==> src/rtl/ptw_arbiter.sv <==
// Round-robin arbiter sharing one memory read port between I- and D-MMU page-table walkers; grant 1 cycle after req, rvalid 2 cycles after bus_ready.
// One read outstanding, reqs ignored until back in IDLE; PTW_ARB_TIMEOUT_EN adds a WAIT-state abort after TIMEOUT_CYCLES.
module ptw_arbiter #(
    parameter int unsigned TIMEOUT_CYCLES = 255
) (
    input  logic        clk,
    input  logic        rst,
    input  logic        i_req,
    input  logic [63:0] i_addr,
    output logic        i_gnt,
    output logic        i_rvalid,
    input  logic        d_req,
    input  logic [63:0] d_addr,
    output logic        d_gnt,
    output logic        d_rvalid,
    output logic [63:0] rdata,
    output logic        err,
    output logic [63:0] bus_addr,
    output logic        bus_read,
    input  logic [63:0] bus_rdata,
    input  logic        bus_ready
);

    typedef enum logic [1:0] {IDLE, WAIT, RESP} state_t;

    state_t      r_state;
    state_t      w_state_nxt;
    logic        r_owner_d;
    logic        r_last_d;
    logic        r_i_gnt;
    logic        r_d_gnt;
    logic        r_i_rvalid;
    logic        r_d_rvalid;
    logic [63:0] r_rdata;
    logic        r_err;
    logic [63:0] r_bus_addr;
    logic        r_bus_read;

    logic        w_grant;
    logic        w_sel_d;
    logic        w_done;
    logic        w_abort;
    logic        w_timeout_hit;

`ifdef PTW_ARB_TIMEOUT_EN
    localparam int CW = $clog2(TIMEOUT_CYCLES + 1);

    logic [CW-1:0] r_cnt;

    always_ff @(posedge clk or posedge rst) begin
        if (rst) begin
            r_cnt <= '0;
        end else if (w_grant) begin
            r_cnt <= '0;
        end else if (r_state == WAIT && !bus_ready) begin
            r_cnt <= r_cnt + 1'b1;
        end
    end

    // Counter holds k-1 at the k-th WAIT edge, so the abort lands on edge TIMEOUT_CYCLES.
    assign w_timeout_hit = (r_cnt == CW'(TIMEOUT_CYCLES - 1));
`else
    assign w_timeout_hit = 1'b0;
`endif

    always_ff @(posedge clk or posedge rst) begin
        if (rst) begin
            r_state <= IDLE;
        end else begin
            r_state <= w_state_nxt;
        end
    end

    always_comb begin
        w_state_nxt = r_state;
        w_grant     = 1'b0;
        w_sel_d     = 1'b0;
        w_done      = 1'b0;
        w_abort     = 1'b0;
        case (r_state)
            IDLE: begin
                if (i_req || d_req) begin
                    w_grant     = 1'b1;
                    // On a tie, whoever was not served last wins.
                    w_sel_d     = d_req && (!i_req || !r_last_d);
                    w_state_nxt = WAIT;
                end
            end
            WAIT: begin
                if (bus_ready) begin
                    w_done      = 1'b1;
                    w_state_nxt = RESP;
                end else if (w_timeout_hit) begin
                    w_abort     = 1'b1;
                    w_state_nxt = RESP;
                end
            end
            RESP: begin
                w_state_nxt = IDLE;
            end
            default: begin
                w_state_nxt = IDLE;
            end
        endcase
    end

    always_ff @(posedge clk or posedge rst) begin
        if (rst) begin
            r_owner_d  <= 1'b0;
            r_last_d   <= 1'b0;
            r_i_gnt    <= 1'b0;
            r_d_gnt    <= 1'b0;
            r_i_rvalid <= 1'b0;
            r_d_rvalid <= 1'b0;
            r_rdata    <= '0;
            r_err      <= 1'b0;
            r_bus_addr <= '0;
            r_bus_read <= 1'b0;
        end else begin
            r_i_gnt    <= w_grant && !w_sel_d;
            r_d_gnt    <= w_grant && w_sel_d;
            r_i_rvalid <= (r_state == RESP) && !r_owner_d;
            r_d_rvalid <= (r_state == RESP) && r_owner_d;
            if (w_grant) begin
                r_owner_d  <= w_sel_d;
                r_last_d   <= w_sel_d;
                r_bus_addr <= w_sel_d ? d_addr : i_addr;
                r_bus_read <= 1'b1;
            end
            if (w_done) begin
                r_rdata    <= bus_rdata;
                r_err      <= 1'b0;
                r_bus_read <= 1'b0;
            end else if (w_abort) begin
                r_rdata    <= '0;
                r_err      <= 1'b1;
                r_bus_read <= 1'b0;
            end
        end
    end

    assign i_gnt    = r_i_gnt;
    assign d_gnt    = r_d_gnt;
    assign i_rvalid = r_i_rvalid;
    assign d_rvalid = r_d_rvalid;
    assign rdata    = r_rdata;
    assign err      = r_err;
    assign bus_addr = r_bus_addr;
    assign bus_read = r_bus_read;

endmodule

==> config.mk <==
export PLATFORM = sky130hd
export DESIGN_NAME = ptw_arbiter
export DESIGN_NICKNAME = d
export VERILOG_FILES = /design/src/rtl/ptw_arbiter.sv
export SDC_FILE = /design/constraint.sdc
export NUM_CORES = 1
export LEC_CHECK = 0
export BUFFER_PORTS_ARGS = -buffer_cell sky130_fd_sc_hd__buf_2
export CORE_AREA = 2 2 129 131
export DETAILED_ROUTE_END_ITERATION = 8
export DIE_AREA = 0 0 131 133
export GPL_TIMING_DRIVEN = 1
export HOLD_SLACK_MARGIN = 0.06
export PLACE_DENSITY = 0.7
export SLEW_MARGIN = 30
export SYNTH_ARGS = -nofsm -noshare
export SYNTH_HDL_FRONTEND = slang
export SYNTH_SLANG_ARGS = --single-unit
==> constraint.sdc <==
create_clock -name clk -period 7 [get_ports clk]
set_input_delay 1.4 -clock clk [delete_from_list [all_inputs] [get_ports clk]]
set_output_delay 1.4 -clock clk [all_outputs]
set_load 0.05 [all_outputs]
==> results.yml <==
timing:
  rsz0062_at_grt: "no"
  worstMarginPinSlew_ns: 0.771
  skew_ns: 0.0119
  drv_slew: 0
  tns_ns: 0
  fin_crit_sh_pct: 43.4
  setup_viol: 0
  hold_viol_final: 0
  finalWorstSetupSlack_ns: 3.96
  period_needed_ns: 3.04
  max_freq_mhz: 329
  slew_headroom_pct: 48.6
  worst_hold_slack_ns: 0.479
cells_and_area:
  finalNonFillerCells: 1067
  final_util_pct: 52.7
  area_delta_synth_final_pct: 39.3
  drive_gt1_share_pct: 51.9
  final_nets: 1031
  antenna_cells: 0
  fillers: 1459
  finalInstanceArea_mm2: 0.00852
cts:
  cts_tree: "done"
  ctsHoldBuffers: 0
  cts_buffer_depth: 2
  cts_sinks: 136
  cts_buffers: 17
  cts_setup_buffers: 0
  clock_latency_ns: 0.42
  clkTransAtPathRegs_ns: 0.06
  cts_root_buf: "clkbuf_16"
  h-tree-depth: 4
  cts_resized: 0
route:
  via_per_inst: 4.94
  dr.pass1.iters: 4
  wirelength_um: 17500
  first_iter_violations: 234
  num_vias: 5270
  drc: 0
  antenna_left: 0
  wl_per_cell_um: 16.4
floorplan:
  fp.dieH_um: 133
  rows: 47
  fp.dieW_um: 131
  die_area_mm2: 0.0174
  ioPinCount: 331
  core-area_mm2: 0.0162
  start_util_pct: 37.8
setup_path:
  cp_num_buf_inv: 2
  cp_slowest_cell: "buf_2"
  cp-end-kind: "register"
  r2r_slack_ns: 4.68
  path_cells: "buf_2, nand2_1, nand3_2, buf_4, o221ai_1"
  worstPathMaxFanout: 41
  setup.worst_path.class: "input pin to register"
  critical_path_required_ns: 7.26
  slowest_delay_ns: 0.59
  start_kind: "input pin"
  path_delay_family: "buffers and inverters"
  crit_arrival_ns: 3.30
global_routing:
  grt-ovfl-total: 0
  grt_pass1_wl_um: 27000
  grt_max_degree: 72
  grt_pass1_vias: 5293
  grt_use_total_pct: 19.9
  antenna_found_initial: 0
power:
  power_density_mw_per_mm2: 587
  p_leak_nw: 4.53
  worst_ir_drop_vdd_uv: 338
  finalPower_mw: 5.00
status:
  status: "finished, final reports clean"
synth:
  netlist_instances: 524
  ys_types: 25
  ys_async_sr_fraction_pct: 100
  synth_warnings: 0
  synth-main-ff-cell: "dfrtp_1"
  yosys_register_bits: 136
  synth.avg_cell_area_um2: 11.7
  synth_edf_count: 0
  synth-seq-area-share_pct: 55.7
  syn-num-nets: 721
  netlist_area_mm2: 0.00611
placed_design:
  place_ws_ns: 3.53
  gp_congestion: 0.796
  io_buffers: 329
  dp_hpwl_um: 12200
  placed_area_mm2: 0.00790
  place_inst: 1035
flow_run:
  drv_cap: 0
worst_hold_path:
  hp-class: "register to register"
cells in the mapped netlist (2+ instances only):
master / count / area share (%)
dfrtp_1: 136 / 56
inv_1: 96 / 5.9
o2111ai_1: 37 / 5.3
nand2_1: 3 / 0.18
buf_4: 2 / 0.25
o211ai_1: 37 / 4.5
buf_2: 14 / 1.1
o21ai_0: 66 / 5.4
mux2_4: 38 / 9.3
buf_6: 4 / 0.74
clkbuf_1: 23 / 1.4
buf_1: 4 / 0.25
mux2_2: 26 / 4.8
o221ai_1: 27 / 3.9
registers in the layout, summed over array words and instances, names as in the netlist:
register and cells:
rdata 64, i_gnt 1, d_rvalid 1, bus_read 1, bus_addr 64, r_state 2, i_rvalid 1, r_last_d 1
d_gnt 1
path summary, 6_finish.rpt:
check | startpoint | end | cells past startpoint
worst max-delay path | i_req | bus_addr[51] | 5
min in group asynchronous | rst | rdata[29] | 2
worst max register to register | r_state[1] | bus_addr[51] | 5
worst min register to register | bus_read | bus_read | 2
worst min-delay path | bus_read | bus_read | 2
max in group asynchronous | rst | r_state[1] | 3
power breakdown:
| group | internal [mW] | switching, mW |
|---|---|---|
| clock network | 0.550 | 0.375 |
| registers | 1.17 | 0.193 |
| logic | 0.727 | 1.98 |
| total | 2.45 | 2.55 |
kinds of logic (layout without fill, tap and decap cells):
| family | after synthesis | after routing | share of synthesized area (%) |
|---|---|---|---|
| muxes | 64 | 64 | 14.1 |
| buffers and inverters | 143 | 466 | 9.68 |
| other | 1 | 1 | 0.0613 |
| and+or+nand+nor | 11 | 11 | 1.02 |
| DFF | 136 | 136 | 55.7 |
| AOI/OAI and AO/OA | 169 | 169 | 19.4 |
worst min-delay path: stages (launching register included):
cell and delay [ns]:
dfrtp_1 0.33, nand2_1 0.05, nand2_1 0.06
placed cells by master, fill, tap and decap left out, types with 6 or more instances in the layout:
cell,synthesis,layout
o2111ai_1,37,37
inv_1,96,95
clkbuf_16,0,17
inv_6,0,6
mux2_2,26,26
o211ai_1,37,37
dfrtp_1,136,136
mux2_4,38,38
buf_4,2,8
o21ai_0,66,66
o221ai_1,27,27
buf_2,14,329
layout make-up:
type	instances	area [um^2]	share of cell area, %
Sequential cell	136	3400	40.0
Multi-Input combinational cell	245	2140	25.1
Clock inverter	14	178	2.09
Tap cell	220	275	3.23
Clock buffer	18	439	5.16
Timing Repair Buffer	338	1720	20.2
Inverter	96	365	4.29
metal layers:
| metal | global-route usage, % | vias to the layer above | share of wire, % |
|---|---|---|---|
| li1 | - | 2497 | - |
| met1 | 24.0 | 2482 | 41 |
| met2 | 33.4 | 251 | 49 |
| met3 | 4.16 | 40 | 6.7 |
| met4 | 10.0 | 0 | 3.1 |
| met5 | 0 | - | 0 |
(Power assumes the default switching activity.)
